==> config.mk <==
export PLATFORM = sky130hd
export DESIGN_NAME = capture_ctrl
export DESIGN_NICKNAME = d
export VERILOG_FILES = /design/src/rtl/capture_ctrl_pkg.sv /design/src/rtl/capture_rd_seq.sv /design/src/rtl/capture_ctrl.sv
export SDC_FILE = /design/constraint.sdc
export NUM_CORES = 1
export LEC_CHECK = 0
export BUFFER_PORTS_ARGS = -buffer_cell sky130_fd_sc_hd__buf_4
export CORE_UTILIZATION = 58
export CTS_BUF_LIST = sky130_fd_sc_hd__clkbuf_4 sky130_fd_sc_hd__clkbuf_8
export CTS_CLUSTER_DIAMETER = 120
export DETAILED_ROUTE_END_ITERATION = 7
export PLACE_DENSITY = 0.89
export SLEW_MARGIN = 20
export SYNTH_ARGS = -nofsm -noshare
export SYNTH_HDL_FRONTEND = slang
export SYNTH_SLANG_ARGS = --single-unit
==> constraint.sdc <==
create_clock -name trig_clk -period 2.1 [get_ports trig_clk]
set_clock_uncertainty 0.15 [all_clocks]
set_input_delay 0.315 -clock trig_clk [delete_from_list [all_inputs] [get_ports trig_clk]]
set_output_delay 0.315 -clock trig_clk [all_outputs]
set_load 0.05 [all_outputs]
==> src/rtl/capture_ctrl_pkg.sv <==
// capture_ctrl_pkg: shared state encoding and default buffer geometry
package capture_ctrl_pkg;
    localparam int ADDR_W_DEF = 10;
    typedef enum logic [2:0] {IDLE, ARMED, POST, DONE, READ} state_e;
endpackage

==> src/rtl/capture_rd_seq.sv <==
// capture_rd_seq: walks the circular sample buffer from oldest entry for readout
module capture_rd_seq
    import capture_ctrl_pkg::*;
#(
    parameter int ADDR_W = ADDR_W_DEF
) (
    input  logic              clk,
    input  logic              rst,
    input  logic              start,
    input  logic              abort,
    input  logic              overflow,
    input  logic [ADDR_W-1:0] wt_addr,
    input  logic              rd_ready,
    output logic              rd_valid,
    output logic [ADDR_W-1:0] rd_addr,
    output logic              rd_last,
    output logic              rd_done
);
    localparam logic [ADDR_W:0] DEPTH = {1'b1, {ADDR_W{1'b0}}};
    logic              active_q, active_d;
    logic [ADDR_W-1:0] addr_q, addr_d;
    logic [ADDR_W:0]   rem_q, rem_d;
    assign rd_valid = active_q && !abort;
    assign rd_addr  = addr_q;
    assign rd_last  = active_q && rem_q == (ADDR_W+1)'(1);
    assign rd_done  = rd_valid && rd_ready && rd_last;
    // a wrapped buffer is full, so the oldest sample sits at the write pointer
    always_comb begin
        active_d = active_q;
        addr_d   = addr_q;
        rem_d    = rem_q;
        if (abort) begin
            active_d = 1'b0;
        end else if (start) begin
            active_d = 1'b1;
            addr_d   = overflow ? wt_addr : '0;
            rem_d    = overflow ? DEPTH : {1'b0, wt_addr};
        end else if (rd_valid && rd_ready) begin
            addr_d   = addr_q + 1'b1;
            rem_d    = rem_q - 1'b1;
            active_d = !rd_last;
        end
    end
    always_ff @(posedge clk) begin
        if (rst) begin
            active_q <= 1'b0;
            addr_q   <= '0;
            rem_q    <= '0;
        end else begin
            active_q <= active_d;
            addr_q   <= addr_d;
            rem_q    <= rem_d;
        end
    end
endmodule

==> src/rtl/capture_ctrl.sv <==
// capture_ctrl: trigger-based sample capture into a circular buffer with readout
module capture_ctrl
    import capture_ctrl_pkg::*;
#(
    parameter int ADDR_W = ADDR_W_DEF
) (
    input  logic              trig_clk,
    input  logic              trig_rst,
    input  logic              arm,
    input  logic              abort,
    input  logic              sample_en,
    input  logic              trig_hit,
    input  logic [ADDR_W-1:0] post_len,
    output logic              wt_en,
    output logic [ADDR_W-1:0] wt_addr,
    output logic              overflow_flag,
    output logic              stop_flag,
    output logic [ADDR_W-1:0] stop_addr,
    output logic              busy,
    input  logic              rd_start,
    input  logic              rd_ready,
    output logic              rd_valid,
    output logic [ADDR_W-1:0] rd_addr,
    output logic              rd_last
);
    state_e            state_q, state_d;
    logic [ADDR_W-1:0] wt_addr_q, wt_addr_d;
    logic [ADDR_W-1:0] stop_addr_q, stop_addr_d;
    logic [ADDR_W-1:0] post_cnt_q, post_cnt_d;
    logic              ovf_q, ovf_d;
    logic              stop_q, stop_d;
    logic              rd_go, rd_done;
    assign wt_en         = (state_q == ARMED || state_q == POST) && sample_en && !abort;
    assign rd_go         = state_q == DONE && rd_start && !arm && !abort;
    assign busy          = state_q == ARMED || state_q == POST || state_q == READ;
    assign wt_addr       = wt_addr_q;
    assign stop_addr     = stop_addr_q;
    assign overflow_flag = ovf_q;
    assign stop_flag     = stop_q;
    always_comb begin
        state_d     = state_q;
        wt_addr_d   = wt_addr_q;
        stop_addr_d = stop_addr_q;
        post_cnt_d  = post_cnt_q;
        ovf_d       = ovf_q;
        stop_d      = stop_q;
        if (wt_en) begin
            wt_addr_d = wt_addr_q + 1'b1;
            ovf_d     = ovf_q || &wt_addr_q;
        end
        if (abort) begin
            state_d = IDLE;
            stop_d  = 1'b0;
        end else if (arm && (state_q == IDLE || state_q == DONE)) begin
            state_d    = ARMED;
            wt_addr_d  = '0;
            ovf_d      = 1'b0;
            stop_d     = 1'b0;
            post_cnt_d = post_len;
        end else if (rd_go) begin
            state_d = READ;
        end else if (state_q == ARMED && trig_hit && sample_en) begin
            stop_addr_d = wt_addr_q;
            stop_d      = post_cnt_q == '0;
            state_d     = post_cnt_q == '0 ? DONE : POST;
        end else if (state_q == POST && sample_en) begin
            post_cnt_d = post_cnt_q - 1'b1;
            stop_d     = post_cnt_q == ADDR_W'(1);
            state_d    = post_cnt_q == ADDR_W'(1) ? DONE : POST;
        end else if (state_q == READ && rd_done) begin
            state_d = IDLE;
        end
    end
    always_ff @(posedge trig_clk) begin
        if (trig_rst) begin
            state_q     <= IDLE;
            wt_addr_q   <= '0;
            stop_addr_q <= '0;
            post_cnt_q  <= '0;
            ovf_q       <= 1'b0;
            stop_q      <= 1'b0;
        end else begin
            state_q     <= state_d;
            wt_addr_q   <= wt_addr_d;
            stop_addr_q <= stop_addr_d;
            post_cnt_q  <= post_cnt_d;
            ovf_q       <= ovf_d;
            stop_q      <= stop_d;
        end
    end
    capture_rd_seq #(.ADDR_W(ADDR_W)) u_rd_seq (
        .clk      (trig_clk),
        .rst      (trig_rst),
        .start    (rd_go),
        .abort    (abort),
        .overflow (ovf_q),
        .wt_addr  (wt_addr_q),
        .rd_ready (rd_ready),
        .rd_valid (rd_valid),
        .rd_addr  (rd_addr),
        .rd_last  (rd_last),
        .rd_done  (rd_done)
    );
endmodule

# Word level (Yosys, flattened, before mapping)
# Index checks and enable logic that the tools add are counted.
[totals]
wordCells = 90
out_inout_bits = 36
in_bits = 18
register_bits = 57
[op_classes]
mux = 27
reduce_logical = 37
add_sub_neg = 4
n_eq_ne = 8
bitwise_logic = 3
[op_table]
columns = ["op", "n"]
rows = [
  ["$mux 10", 10],
  ["$mux 11", 3],
  ["$add 10x1->10 const B", 2],
  ["$logic_and 1x1->1", 14],
  ["$mux 3", 4],
  ["$eq 11x1->1 const B", 1],
  ["$sub 11x1->11 const B", 1],
  ["$eq 10x1->1 const B", 1],
  ["$logic_not 10->1", 1],
  ["$mux 1", 10],
  ["$reduce_and 10->1", 1],
  ["$sub 10x1->10 const B", 1],
  ["$reduce_and 4->1", 2],
  ["$eq 3x2->1 const B", 2],
  ["$reduce_bool 2->1", 3],
  ["$reduce_bool 5->1", 1],
  ["$logic_or 1x1->1", 4],
  ["$reduce_and 2->1", 2],
  ["$reduce_bool 4->1", 1],
  ["$reduce_or 4->1", 1],
  ["$eq 3x1->1 const B", 1],
  ["$eq 3x3->1 const B", 1],
  ["$logic_not 1->1", 3],
  ["$logic_not 3->1", 1],
  ["other kinds (6)", 8],
]

# Depth between registers and ports, before layout
[depth]
depth_word = 10
depth_mapped = 6
ltp_nobuf = 6

# Modules after synthesis
# A second synthesis with hierarchy kept.
[unflattened]
hier_cells = 397
hier_area_um2 = 3263.1
[by_module_without_submodules]
columns = ["module", "area_each_um2", "instances", "cells_each"]
rows = [
  ["capture_ctrl", 1825.5, 1, 215],
  ["capture_rd_seq", 1437.6, 1, 182],
]

# Least setup slack after synthesis
# OpenSTA, ideal clock, no wires.
[synth_timing]
kind = "flip-flop to output port"
startpoint = "register state_q[1]"
endpoint = "output port busy"
path_slack_ps = -112
path_stages_with_launch = 4
t_arrival_ps = 1747
required_ps = 1635
path_cell_list = "dfxtp_1 buf_6 xnor2_1 o21ai_0"
[synth_via]
elab_chain_len = 3
[synth_rtl]
columns = ["element", "line", "source"]
rows = [
  ["start: declaration", "capture_ctrl.sv:26", "state_e state_q, state_d;"],
  ["start signal: assignment", "capture_ctrl.sv:83", "state_q <= state_d;"],
  ["$eq 3x1->1 / $eq 3x2->1 (equally long branches)", "capture_ctrl.sv:35", "assign busy = state_q == ARMED || state_q == POST || state_q == READ;"],
  ["$logic_or 1x1->1", "capture_ctrl.sv:35", ""],
  ["$logic_or 1x1->1 (*)", "capture_ctrl.sv:35", ""],
  ["end: declaration", "capture_ctrl.sv:19", "output logic busy,"],
]
# Mark *: on every way between the ends. The rest lies on a longest branch, timed or not.

# Worst setup path after layout
[layout_timing]
startpoint = "register state_q[2]"
endpoint = "output port wt_en"
[layout_via]
elab_chain_len = 4
[layout_rtl]
columns = ["element", "line", "source"]
rows = [
  ["$eq 3x1->1 / $eq 3x2->1 (equally long branches)", "capture_ctrl.sv:33", "assign wt_en = (state_q == ARMED || state_q == POST) && sample_en && !abort;"],
  ["$logic_or 1x1->1 (*)", "capture_ctrl.sv:33", ""],
  ["$logic_and 1x1->1 (*) (2 in series)", "capture_ctrl.sv:33", ""],
  ["end: declaration", "capture_ctrl.sv:14", "output logic wt_en,"],
]
# Marks and branches as above.

==> results.toml <==
[cells_and_area]
fill_cells = 352
design_area_um2 = 3950
syn2layout_area_growth_pct = 24.0
final_util_pct = 75.9
nets = 454
antenna-diode-count = 0
drive_gt1_share_pct = 24.7

[routing]
initialDrtViolationCount = 455
ant_nets = 0
vias = 3235
routed_wl_mm = 8.89
wl_per_cell_um = 17.6
drc_errors = 0
dr.pass1.iters = 5
via_per_inst = 6.42

[sta]
tightest_slew_ns = 0.599
relSlewSlack_pct = 59.7
worst_slack_ns = 0.0870
min_period_ns = 2.01
final.period_utilization_pct = 95.9
final_max_slew_viol_count = 0
final_hold_viol_count = 0
setup_tns_ns = 0
max_freq_mhz = 497
setup_viol = 0

[cts]
clock_path_buffers = 2
path_clk_slew_ns = 0.07
cts_made_buffers = 9
clk_latency_ns = 0.34
cts_root_buf = "clkbuf_8"
ctsHtreeMaxLevel = 3
cts_tree = "yes"
clkSinkCount = 57

[global_route]
grt_pass1_wl_mm = 14.9
track_usage_pct = 31.8
antenna_found_initial = 0
grt_overflow = 0
grt_start_max_net_pins = 42
first_global_vias = 3067

[setup_path]
start_kind = "flop"
cp_max_fo = 10
r2r-start = "u_rd_seq.rem_q[0]"
cp_top_family = "simple AND/OR/NAND/NOR gates"
slowest_stage = "dfxtp_1"
crit_chain = "nor3b_4 -> nand2_1 -> inv_1 -> buf_4"
crit_buf_inv = 2
crit_type = "reg -> out"
cp-end-kind = "output port"
cp.required_ns = 1.63
slowest_delay_ns = 0.43
crit_start = "state_q[2]"
arrival_ns = 1.55

[logic_synthesis]
synth-async-reset-ratio_pct = 0
syn_area_per_cell_um2 = 8.58
synth_nets = 395
synth_edf_count = 0
synth_top_area_share_pct = 35.8
ys_ff_latch = 57
yosysWarnings = 0
synthDistinctLibCells = 64
synthTopCellsByArea = "dfxtp_1 (36%), a21oi_1 (4.2%), mux2i_1 (3.8%)"
syn-cell-area_um2 = 3180
yosysTopAreaCell = "dfxtp_1"
ys_seq_area_share_pct = 35.8
syn_inst = 371
synth_ff_type = "dfxtp_1"

[placed_design]
place_congestion = 0.872
placed_cell_area_um2 = 3710
dp_hpwl_mm = 5.84
dp_slack_ns = 0.139
port_buffers = 53

[floorplanning]
core_um2 = 5200
die-height_um = 76.1
start_util_pct = 61.2
dieArea_um2 = 5790
rows = 26
top_level_ports = 54
die_x_um = 76.1

[power_and_ir_drop]
power_density_nw_per_um2 = 630
max-vdd-ir-drop_mv = 0.427
power_leakage_uw = 0.00151

[worst_hold_path]
worstHoldStart = "post_len[0]"
hp-class = "in -> reg"

[job]
cap_violations = 0

[run_status]
status = "complete, no violations"
[metrics by stage]
step | std cells | hold WS (ns) | power (µW)
final | 504 | 0.144 | 2490
after global routing | 504 | 0.168 | 2550
after CTS | 504 | 0.137 | 2480
after detailed placement | 489 | 0.339 | 1340
after global placement | 489 | 0.325 | 1340
after floorplan | 371 | 0.333 | 1270
[area by class of cell]
class	instances	area, µm²	area share, %
Clock buffer	10	138	3.49
Clock inverter	5	80.1	2.03
Sequential cell	57	1140	29.0
Inverter	13	48.8	1.24
Timing Repair Buffer	72	544	13.8
Multi-Input combinational cell	277	1910	48.3
Tap cell	70	87.6	2.22
[worst reg2reg max path: stages, from the launching register on]
cell and delay [ns]:
dfxtp_1 0.36, inv_1 0.10, ha_1 0.16, nand4b_1 0.34
nor3_1 0.35, xnor2_1 0.14, a211oi_1 0.27
[cell usage in the layout, fill, tap and decap left out, types with 3 or more instances in the layout]
cell type and count:
buf_4 71, and3_1 5, and2_1 3, or3_1 6, xnor2_1 12, a32oi_1 3, ha_1 6, nand2_1 21
nor3_1 16, mux2i_1 12, nor4_4 3, a31oi_1 3, xor2_1 11, a211oi_1 15, a21oi_1 27, clkbuf_8 10
dfxtp_1 55, nor2_1 29, nand4_1 11, nor4_1 4, nand3_1 24, o31ai_1 5, o21ai_0 7, o21ai_1 4
inv_1 13
[state kept, by name, indices dropped and copies added (netlist names)]
register / count
u_rd_seq.active_q: 1
u_rd_seq.rd_addr: 10
post_cnt_q: 10
state_q: 3
stop_flag: 1
wt_addr: 10
u_rd_seq.rem_q: 11
overflow_flag: 1
stop_addr: 10
[layer usage]
layer | track usage, % | wire length [µm]
met2 | 50.5 | 4320
met5 | 0 | 0
met1 | 41.7 | 3720
met4 | 13.7 | 154
met3 | 6.59 | 690
[where the power goes]
part,switching (µW),internal [µW]
sequential,20.5,1100
clock,470,691
combinational,130,82.6
[cell usage after synthesis, types with 3 or more instances]
cell,instances
and3_1,5
nor3_1,16
nor2_1,30
dfxtp_1,57
ha_1,6
a21oi_1,27
buf_2,8
and2_1,3
nand3_1,24
a211oi_1,15
xor2_1,11
inv_1,13
o21ai_0,8
o31ai_1,5
a31oi_1,3
nand2_1,21
o21ai_1,3
nor4_1,6
clkbuf_1,12
nand4_1,11
mux2i_1,12
xnor2_1,12
or3_1,6
a32oi_1,3
[worst paths after layout]
path | cells past startpoint | to | slack (ns)
setup / recovery | 4 | wt_en | 0.09
hold / removal | 3 | post_cnt_q[0] | 0.14
setup reg to reg | 6 | u_rd_seq.rem_q[4] | 0.15
hold reg to reg | 2 | stop_addr[0] | 0.36
[timing repair]
| action | 4_1_cts | 5_1_grt |
|---|---|---|
| buffers inserted | 0 | 0 |
| hold buffers | 0 | 0 |
| gates resized for setup | 3 | 3 |
| pin swaps | 0 | 1 |
| endpoints found under the hold margin | 0 | 0 |
| endpoints found under the setup margin | 2 | 2 |
[kinds of logic after synthesis]
| logic type | synth area share (%) |
|---|---|
| multiplexers | 3.77 |
| AND/OR/NAND/NOR | 25.8 |
| AO/OA/AOI/OAI | 20.0 |
| buffers and inverters | 5.03 |
| adder cells (fa/ha/maj) | 2.36 |
| XOR/XNOR | 7.19 |
| flip-flops | 35.8 |
Power figures use the tool's default switching activity.
